===== config.mk =====
export PLATFORM = sky130hd
export DESIGN_NAME = uart_tx_fifo
export DESIGN_NICKNAME = d
export VERILOG_FILES = /design/src/rtl/uart_tx_fifo.sv
export SDC_FILE = /design/constraint.sdc
export NUM_CORES = 1
export LEC_CHECK = 0
export BUFFER_PORTS_ARGS = -buffer_cell sky130_fd_sc_hd__clkbuf_2
export CAP_MARGIN = 0
export CORE_MARGIN = 2
export CORE_UTILIZATION = 50
export DETAILED_ROUTE_END_ITERATION = 8
export PLACE_DENSITY = 0.7
export SYNTH_ARGS = -nofsm -noshare
export SYNTH_HDL_FRONTEND = slang
export SYNTH_SLANG_ARGS = --single-unit

===== constraint.sdc =====
create_clock -name Clk -period 1.95 [get_ports Clk]
set_input_delay 0 -clock Clk [delete_from_list [all_inputs] [get_ports Clk]]
set_output_delay 0 -clock Clk [all_outputs]
set_load 0.05 [all_outputs]

===== src/rtl/uart_tx_fifo.sv =====
// rtl/uart_tx_fifo.sv - UART transmit FIFO feeding a start/data/parity/stop frame generator
module uart_tx_fifo #(
  parameter int DATA_BITS    = 8,
  parameter int FIFO_DEPTH   = 4,
  parameter int CLKS_PER_BIT = 16,
  parameter int PARITY       = 0,
  parameter int STOP_BITS    = 1
) (
  input  logic                 Clk,
  input  logic                 Rst,
  input  logic [DATA_BITS-1:0] Tx_Data,
  input  logic                 Write_En,
  input  logic                 Tx_Enable,
  output logic                 Tx,
  output logic                 Tx_Busy,
  output logic                 FIFO_Empty,
  output logic                 FIFO_Full,
  output logic                 FIFO_Overflow
);
  localparam int   PW        = $clog2(FIFO_DEPTH);
  localparam int   CW        = PW + 1;
  localparam int   BW        = $clog2(CLKS_PER_BIT);
  localparam int   NW        = $clog2(DATA_BITS);
  localparam logic ODD       = (PARITY == 2);
  localparam logic HAS_PAR   = (PARITY != 0);
  localparam logic STOP_LAST = (STOP_BITS == 2);

  typedef enum logic [2:0] {S_IDLE, S_START, S_DATA, S_PARITY, S_STOP} state_t;

  logic [DATA_BITS-1:0] mem [FIFO_DEPTH];
  logic [PW-1:0]        wr_ptr, rd_ptr;
  logic [CW-1:0]        count, count_d;
  logic                 wr_ok, pop, can_pop, bit_end;
  logic [DATA_BITS-1:0] head;

  state_t               state_q, state_d;
  logic [BW-1:0]        baud_q, baud_d;
  logic [DATA_BITS-1:0] shift_q, shift_d;
  logic [NW-1:0]        bit_q, bit_d;
  logic                 stop_q, stop_d;
  logic                 par_q, par_d;
  logic                 tx_d;

  // Writes are judged against the pre-edge full flag, so a same-edge pop never rescues one
  assign wr_ok   = Write_En & ~FIFO_Full;
  assign head    = mem[rd_ptr];
  assign can_pop = Tx_Enable & ~FIFO_Empty;
  assign bit_end = (baud_q == BW'(CLKS_PER_BIT - 1));
  assign Tx_Busy = (state_q != S_IDLE);

  // Storage array carries no reset; only pointers and count define its contents
  always_ff @(posedge Clk) begin
    if (wr_ok) mem[wr_ptr] <= Tx_Data;
  end

  // Next occupancy: a simultaneous write and pop leaves the count unchanged
  always_comb begin
    count_d = count;
    if (wr_ok && !pop)      count_d = count + CW'(1);
    else if (!wr_ok && pop) count_d = count - CW'(1);
  end

  // FIFO pointers, occupancy and registered flags
  always_ff @(posedge Clk or posedge Rst) begin
    if (Rst) begin
      wr_ptr        <= '0;
      rd_ptr        <= '0;
      count         <= '0;
      FIFO_Empty    <= 1'b1;
      FIFO_Full     <= 1'b0;
      FIFO_Overflow <= 1'b0;
    end else begin
      if (wr_ok) wr_ptr <= wr_ptr + PW'(1);
      if (pop)   rd_ptr <= rd_ptr + PW'(1);
      count         <= count_d;
      FIFO_Empty    <= (count_d == '0);
      FIFO_Full     <= (count_d == CW'(FIFO_DEPTH));
      FIFO_Overflow <= Write_En & FIFO_Full;
    end
  end

  // Frame sequencing; a pop from IDLE or the last stop cycle loads the next byte and starts a frame
  always_comb begin
    state_d = state_q;
    baud_d  = bit_end ? '0 : baud_q + BW'(1);
    shift_d = shift_q;
    bit_d   = bit_q;
    stop_d  = stop_q;
    par_d   = par_q;
    pop     = 1'b0;
    case (state_q)
      S_IDLE: begin
        baud_d = '0;
        if (can_pop) pop = 1'b1;
      end
      S_START: begin
        if (bit_end) state_d = S_DATA;
      end
      S_DATA: begin
        if (bit_end) begin
          shift_d = {1'b0, shift_q[DATA_BITS-1:1]};
          if (bit_q == NW'(DATA_BITS - 1)) begin
            state_d = HAS_PAR ? S_PARITY : S_STOP;
            stop_d  = 1'b0;
          end else begin
            bit_d = bit_q + NW'(1);
          end
        end
      end
      S_PARITY: begin
        if (bit_end) begin
          state_d = S_STOP;
          stop_d  = 1'b0;
        end
      end
      S_STOP: begin
        if (bit_end) begin
          if (stop_q == STOP_LAST) begin
            if (can_pop) pop = 1'b1;
            else         state_d = S_IDLE;
          end else begin
            stop_d = 1'b1;
          end
        end
      end
      default: state_d = S_IDLE;
    endcase
    if (pop) begin
      shift_d = head;
      par_d   = (^head) ^ ODD;
      bit_d   = '0;
      stop_d  = 1'b0;
      baud_d  = '0;
      state_d = S_START;
    end
    case (state_d)
      S_START:  tx_d = 1'b0;
      S_DATA:   tx_d = shift_d[0];
      S_PARITY: tx_d = par_d;
      default:  tx_d = 1'b1;
    endcase
  end

  // FSM state, datapath registers and the registered serial line
  always_ff @(posedge Clk or posedge Rst) begin
    if (Rst) begin
      state_q <= S_IDLE;
      baud_q  <= '0;
      shift_q <= '0;
      bit_q   <= '0;
      stop_q  <= 1'b0;
      par_q   <= 1'b0;
      Tx      <= 1'b1;
    end else begin
      state_q <= state_d;
      baud_q  <= baud_d;
      shift_q <= shift_d;
      bit_q   <= bit_d;
      stop_q  <= stop_d;
      par_q   <= par_d;
      Tx      <= tx_d;
    end
  end
endmodule


==> out/metrics.yaml, run 1 <==
outcome: "complete, no violations"
worstHoldPathType: "in -> reg"
p_int_mw: 3.47
max_freq_mhz: 547
grt_pass1_wl_um: 8060
area_delta_synth_final_pct: 21.2
grt_pass1_vias: 1697
whs_path_depth: 3
die_w_um: 77.9
cts_buffer_depth: 2
crit_arrival_ps: 2060
p_leak_nw: 1.36
io_pins: 17
switching_power_mw: 1.58
p_total_mw: 5.04
cts_tree: "yes"
clock_power_share: 0.261
cts_buffers: 9
critPathSlowestCell: "dfrtp_1"
diodes: 0
drc: 0
path_max_fanout: 6
port_buffers: 16
seq_power_share: 0.403
max_cap_viol_count: 0
p_per_area_mw_per_mm2: 1520
hold_path_end: "state_q[0]$_DFF_PP0_"
die_area_mm2: 0.00607
critical-path-max-stage-delay_ps: 410
synth.distinct_cells: 41
syn_area_per_cell_um2: 14.3
syn_area_mm2: 0.00273
ys_seq_area_frac: 0.627
synth_flop_cell: "edfxtp_1"
wirelength_um: 4680
avgViaCountPerCell: 5.26
gp_congestion: 0.781
clock_latency_ps: 340
via_count: 1611
clock_skew_ps: 8.55
hpwl_um: 3210
reg2reg_to: "FIFO_Full$_DFF_PP0_"
period_share: 0.937
irDropWorstVdd_v: 0.000776
antenna_found_initial: 0
place_inst: 280
start_util: 0.525
row_count: 26
grt.total_usage: 0.178
dr.pass1.iters: 4
drive_gt1_frac: 0.263
cp_num_buf_inv: 1
clkTransAtPathRegs_ps: 70
hold_viol: 0
crit_family: "compound AO/OA/AOI/OAI gates"
synth_fp_nets: 212
relSlewSlack: 0.703
clock-root-buffer: "clkbuf_8"
ys.warnings.count: 0
nNetsFinal: 252
wl_per_cell_um: 15.3
period_needed_ps: 1830
core_area_mm2: 0.00520
startpoint_type: "register"
drtIter0Drc: 61
postSynth.asyncResetShare: 0.484
path_cells: "ha_2, nand3_2, buf_4, a2111oi_4, a31oi_2, xnor2_2, and2_1"
regToRegSetupSlack_ps: 120
crit_path_end_kind: "register"
crit_type: "reg -> reg"
swShare: 0.313
hold_start: "Tx_Enable"
netlist_instances: 191
setup_viol: 0
maxSlewViolCount: 0
cp_data_required_time_ps: 2180
tightest_slew_ps: 446
grt_max_degree: 31
combPwrFrac: 0.335
ys_seq_elements: 62
layout.cells.non_filler: 306
synth-edff-count: 32
gr-total-overflow: 0
htreeDepth: 3
ff2ff_path_depth: 7
clkSinkCount: 62
die_y_um: 77.9
r2r_start: "baud_q[0]$_DFF_PP0_"
ant_nets: 0
==> how the worst max path moves through the flow <==
| stage | from | endpoint | slack (ps) | cells past startpoint |
|---|---|---|---|---|
| final | baud_q[0]$_DFF_PP0_ | FIFO_Full$_DFF_PP0_ | 120 | 7 |
| after global routing | baud_q[0]$_DFF_PP0_ | FIFO_Full$_DFF_PP0_ | -1 | 7 |
| after CTS | baud_q[0]$_DFF_PP0_ | FIFO_Full$_DFF_PP0_ | 40 | 7 |
| after detailed placement | baud_q[0]$_DFF_PP0_ | shift_q[4]$_DFFE_PP0P_ | 60 | 6 |
| after global placement | state_q[1]$_DFF_PP0_ | FIFO_Full$_DFF_PP0_ | 170 | 5 |
| after floorplan | FIFO_Empty$_DFF_PP1_ | FIFO_Full$_DFF_PP0_ | 60 | 6 |
==> cell usage after synthesis, types with 2 or more instances <==
cell type,n,share of area
edfxtp_1,32,0.35
a21o_1,3,0.0082
nor2b_1,2,0.0046
xnor2_1,14,0.045
mux4_2,8,0.066
a31oi_1,2,0.0046
buf_2,2,0.0037
nand2_1,18,0.025
dfstp_2,2,0.019
nor2_1,8,0.011
dfrtp_1,28,0.26
o21ai_0,10,0.018
ha_1,9,0.041
mux2i_1,7,0.026
clkbuf_1,4,0.0055
o31ai_1,2,0.0055
a21oi_1,4,0.0073
and2_1,6,0.014
inv_1,8,0.011
==> registers in the layout, indices dropped and copies added, names as in the netlist <==
signal	count
FIFO_Full	1
baud_q	4
wr_ptr	2
rd_ptr	2
count	3
state_q	3
Tx	1
shift_q	8
par_q	1
mem	32
FIFO_Empty	1
FIFO_Overflow	1
bit_q	3
==> cell families (layout without fill, tap and decap cells) <==
kind of cell,after synthesis,after routing,share of synthesized area
simple gates,45,45,0.0847
fa+ha+maj,9,9,0.0412
mux,15,15,0.0916
flops,62,62,0.627
buf+inv,15,60,0.0243
xor+xnor,14,14,0.0449
compound gates,31,31,0.0861
==> power by group through the flow <==
stage | Sequential, mW | Clock [mW] | Combinational [mW]
2_1_floorplan | 2.03 | 0 | 1.27
3_3_place_gp | 2.02 | 0 | 1.59
3_5_place_dp | 2.06 | 0 | 1.66
4_1_cts | 2.03 | 1.34 | 1.69
5_1_grt | 2.08 | 1.40 | 1.87
6_report | 2.03 | 1.32 | 1.69
==> what timing repair did <==
action                                  CTS  global route
hold buffers                             10             0
endpoints found under the setup margin    0            10
endpoints found under the hold margin    61             0
buffers inserted                          0             0
gates resized for setup                   0             4
==> routing by layer <==
layer	track usage	up-vias	share of wire
met2	0.295	31	0.52
met1	0.212	795	0.43
li1	-	780	-
met4	0.0737	0	0.0092
met3	0.0605	5	0.034
met5	0	-	0
==> worst register-to-register path, delay by kind of cell (launching register included) <==
family	cells	cell delay, ps
simple gates	2	270
buf+inv	1	190
flops	1	410
fa+ha+maj	1	250
xor+xnor	1	160
compound gates	2	440
==> cell type report <==
type | instances | area, um2
fillers | 390 | 1890
flip-flops and latches | 62 | 1710
multi-input cells | 114 | 970
repair buffers | 36 | 280
clock buffers | 11 | 131
clock inverters | 5 | 98.8
well taps | 70 | 87.6
inverters | 8 | 30.0
==> metrics by stage <==
step | util | hold WS, ps | setup WS [ps] | setup TNS, ps | cell area, um2
floorplan | - | 89.3 | 65.0 | 0 | 2730
global placement | 0.569 | 58.6 | 167 | 0 | 2960
finish | 0.636 | 135 | 122 | 0 | 3310
global route | 0.636 | 155 | -1.02 | -1.02 | 3310
detailed placement | 0.569 | 76.0 | 64.0 | 0 | 2960
CTS | 0.633 | 126 | 36.8 | 0 | 3290
==> layout by cell type (no fill, tap or decap), types with 4 or more instances in the layout <==
cell	instances
a21oi_1	4
and2_1	6
buf_4	8
clkbuf_2	16
clkbuf_8	9
dfrtp_1	28
dlygate4sd3_1	10
edfxtp_1	32
ha_1	8
inv_1	8
mux2i_1	7
mux4_2	8
nand2_1	18
nor2_1	7
o21ai_0	10
xnor2_1	13
Note: power is estimated with default switching activity, not from simulation.
==> inputs of run 2 (changes only) <==
--- a/config.mk
+++ b/config.mk
@@ -5,6 +5,7 @@
 export SDC_FILE = /design/constraint.sdc
 export NUM_CORES = 1
 export LEC_CHECK = 0
+export ABC_AREA = 1
 export BUFFER_PORTS_ARGS = -buffer_cell sky130_fd_sc_hd__clkbuf_2
 export CAP_MARGIN = 0
 export CORE_MARGIN = 2
==> run 2 against run 1 <==
Die area up 11%. Non-clock buffer count unchanged. Sequential share of layout area down 3.0 points. Total power up 5.3%. Hold slack better by 70 ps. Via count up 39%. Global-route usage up 2.3 points. Utilization down 4.2 points. Largest power group is now combinational logic. Highest routed layer unchanged.
==> out/metrics.yaml, run 2 <==
synth_top_family_by_area: "simple AND/OR/NAND/NOR gates"
setup_tns_ps: 0  # unchanged
crit_arrival_ps: 2010  # -50 ps
hold_start: "Tx_Enable"
netlist_instances: 340  # +78%
cts_buffers: 9  # unchanged
yosys-top-cells-area: "edfxtp_1 (32%), dfrtp_1 (23%), nand2_1 (17%), nand3_1 (4.1%), inv_1 (3.8%)"
yosys.area_share.simple: 0.277  # +0.193
relSlewSlack: 0.553  # -0.150
tightest_slew_ps: 670  # +224 ps
p_leak_nw: 1.74  # +28%
die_area_mm2: 0.00673  # +11%
hpwl_um: 3830  # +19%
max_cap_viol_count: 0  # unchanged
grt_pass1_wl_um: 9750  # +21%
whs_path_depth: 6  # +3
start_util: 0.514  # -0.0106
die_y_um: 82.0  # +5.3%
syn_area_per_cell_um2: 8.96  # -37%
ys_seq_elements: 62  # unchanged
die_w_um: 82.0  # +5.3%
critPathSlowestCell: "dfrtp_1"
via_count: 2247  # +39%
startpoint_type: "register"
hold_viol: 0  # unchanged
cp_data_required_time_ps: 2230  # +50 ps
setup_slack_ps: 218  # +95.6 ps
crit_type: "reg -> reg"
diodes: 0  # unchanged
synth-edff-count: 32  # unchanged
wl_per_cell_um: 12.2  # -20%
clock_latency_ps: 340  # about the same
clkSinkCount: 62  # unchanged
final_cell_mix: "nand2_1 (140), edfxtp_1 (32), inv_1 (31)"
core_area_mm2: 0.00592  # +14%
reg_top3: "mem (32), shift_q (8), baud_q (4)"
regToRegSetupSlack_ps: 220  # +100 ps
path_cells: "ha_2, nand3_2, nand2_2, nand2_4, clkinv_2, nand2_2, nand2_2, xor2_1, inv_1, or2_4, nor2b_4"
final_area_mm2: 0.00352  # +6.2%
layout.cells.non_filler: 459  # +50%
ant_nets: 0  # unchanged
synth_fp_nets: 361  # +70%
setup_viol: 0  # unchanged
cts_buffer_depth: 2  # unchanged
use_met3: 0.0725  # +0.0121
grt_pass1_vias: 2146  # +26%
yosysMostFrequentCell: "nand2_1"
gr-total-overflow: 0  # unchanged
synth.distinct_cells: 34  # -17%
place_inst: 432  # +54%
yosys-mux-area-fraction: 0  # -0.0916
synth-xor-area-share: 0.0144  # -0.0305
period_needed_ps: 1730  # -95.6 ps
outcome: "complete, no violations"
gp_congestion: 0.781  # unchanged
wirelength_um: 5600  # +20%
synth_adder_area_share: 0.0370  # -0.00423
critical-path-max-stage-delay_ps: 410  # about the same
avgViaCountPerCell: 4.90  # -7.0%
row_count: 28  # +7.7%
hold_path_end: "state_q[2]$_DFF_PP0_"
synth_compound_area_frac: 0.0460  # -0.0401
cp_num_buf_inv: 2  # +1
worstHoldPathType: "in -> reg"
ys_seq_area_frac: 0.563  # -0.0644
period_share: 0.888  # -0.0490
clkTransAtPathRegs_ps: 70  # about the same
grt_max_degree: 19  # -39%
postSynth.asyncResetShare: 0.484  # unchanged
port_buffers: 16  # unchanged
clock-root-buffer: "clkbuf_8"
grt.total_usage: 0.201  # +0.0231
p_per_area_mw_per_mm2: 1510  # -0.87%
reg2reg_to: "FIFO_Full$_DFF_PP0_"
met1_usage: 0.242  # +0.0291
yosysTopAreaCell: "edfxtp_1"
ys.warnings.count: 0  # unchanged
top_register: "mem"
p_total_mw: 5.31  # +5.3%
rsz0062_at_grt: "no"
path_common_cell: "nand2_2"
maxSlewViolCount: 0  # unchanged
clock_skew_ps: 7.64  # -0.904 ps
nNetsFinal: 400  # +59%
io_pins: 17  # unchanged
met2_usage: 0.331  # +0.0361
drtIter0Drc: 128  # +110%
synth.top_cell.area_share: 0.316  # -0.0361
area_delta_synth_final_pct: 15.5
final_common_cell: "nand2_1"
drive_gt1_frac: 0.159  # -0.104
synth_flop_cell: "edfxtp_1"
dr.pass1.iters: 5  # +1
largest_register_ffs: 32  # unchanged
max_freq_mhz: 577  # +5.5%
cts_tree: "yes"
htreeDepth: 3  # unchanged
antenna_found_initial: 0  # unchanged
r2r_start: "baud_q[0]$_DFF_PP0_"
drc: 0  # unchanged
busiest_layer: "met2"
syn_area_mm2: 0.00305  # +11%
crit_family: "simple AND/OR/NAND/NOR gates"
place_ws_ps: 104  # +39.5 ps
path_max_fanout: 6  # unchanged
place_area_mm2: 0.00323  # +8.9%
ff2ff_path_depth: 11  # +4
irDropWorstVdd_v: 0.000849  # +9.5%
crit_path_end_kind: "register"
ys_top_cells_by_count: "nand2_1 (140), edfxtp_1 (32), inv_1 (31)"
[run 2: cell types whose count changed in the layout (fill, tap and decap cells not counted), sizes merged, moves of 4 or more]
cell    change
xnor2      -13
nand3      +24
nand2     +127
and2        -5
xor2        +4
mux2i       -7
inv        +27
nor2       +13
o211ai      +4
o21ai       -4
mux4        -8
[run 2: per-stage QoR]
step | util | hold slack [ps]
after detailed placement | 0.545 | 117
after CTS | 0.592 | 175
after global routing | 0.594 | 233
after floorplan | - | 89.3
after global placement | 0.545 | 107
final | 0.594 | 205
[run 2: worst min-delay path: cells and delay by family]
family / cells / cell delay, ps
simple gates: 2 / 110
buf+inv: 2 / 110
compound gates: 2 / 280
[run 2: metal layers]
| metal | up-vias | part of all wire |
|---|---|---|
| met2 | 45 | 0.49 |
| li1 | 1173 | - |
| met5 | - | 0 |
| met1 | 1021 | 0.45 |
| met4 | 0 | 0.012 |
| met3 | 8 | 0.040 |
[run 2: layout make-up]
cell class | count | area, um2
Fill cell | 535 | 2400
Multi-Input combinational cell | 235 | 1150
Clock buffer | 9 | 124
Tap cell | 75 | 93.8
Timing Repair Buffer | 36 | 255
Inverter | 35 | 133
Clock inverter | 7 | 50.0
Sequential cell | 62 | 1710
[run 2: power by group]
group | switching, mW | internal (mW)
clock network | 0.521 | 0.461
registers | 0.187 | 1.80
logic | 1.54 | 0.807
[run 2: worst max-delay path by stage]
| stage | startpoint | to | slack (ps) | cells past startpoint |
|---|---|---|---|---|
| 2_1_floorplan | FIFO_Empty$_DFF_PP1_ | FIFO_Full$_DFF_PP0_ | 200 | 11 |
| 3_5_place_dp | baud_q[0]$_DFF_PP0_ | FIFO_Full$_DFF_PP0_ | 100 | 11 |
| 6_report | baud_q[0]$_DFF_PP0_ | FIFO_Full$_DFF_PP0_ | 220 | 11 |
| 3_3_place_gp | baud_q[0]$_DFF_PP0_ | FIFO_Full$_DFF_PP0_ | 160 | 11 |
| 4_1_cts | baud_q[0]$_DFF_PP0_ | FIFO_Full$_DFF_PP0_ | 80 | 11 |
| 5_1_grt | baud_q[0]$_DFF_PP0_ | Tx$_DFF_PP1_ | 6 | 11 |
[run 2: cells by family after synthesis]
logic type,after synthesis
AO/OA/AOI/OAI,20
XOR/XNOR,5
adder cells (fa/ha/maj),9
buffers and inverters,43
flip-flops,62
AND/OR/NAND/NOR,201
[run 2: repair_timing]
item,in CTS,in global routing
resized for setup,0,2
hold endpoints to repair,48,0
hold buffers,10,0
buffers inserted,0,1
setup endpoints to repair,0,3
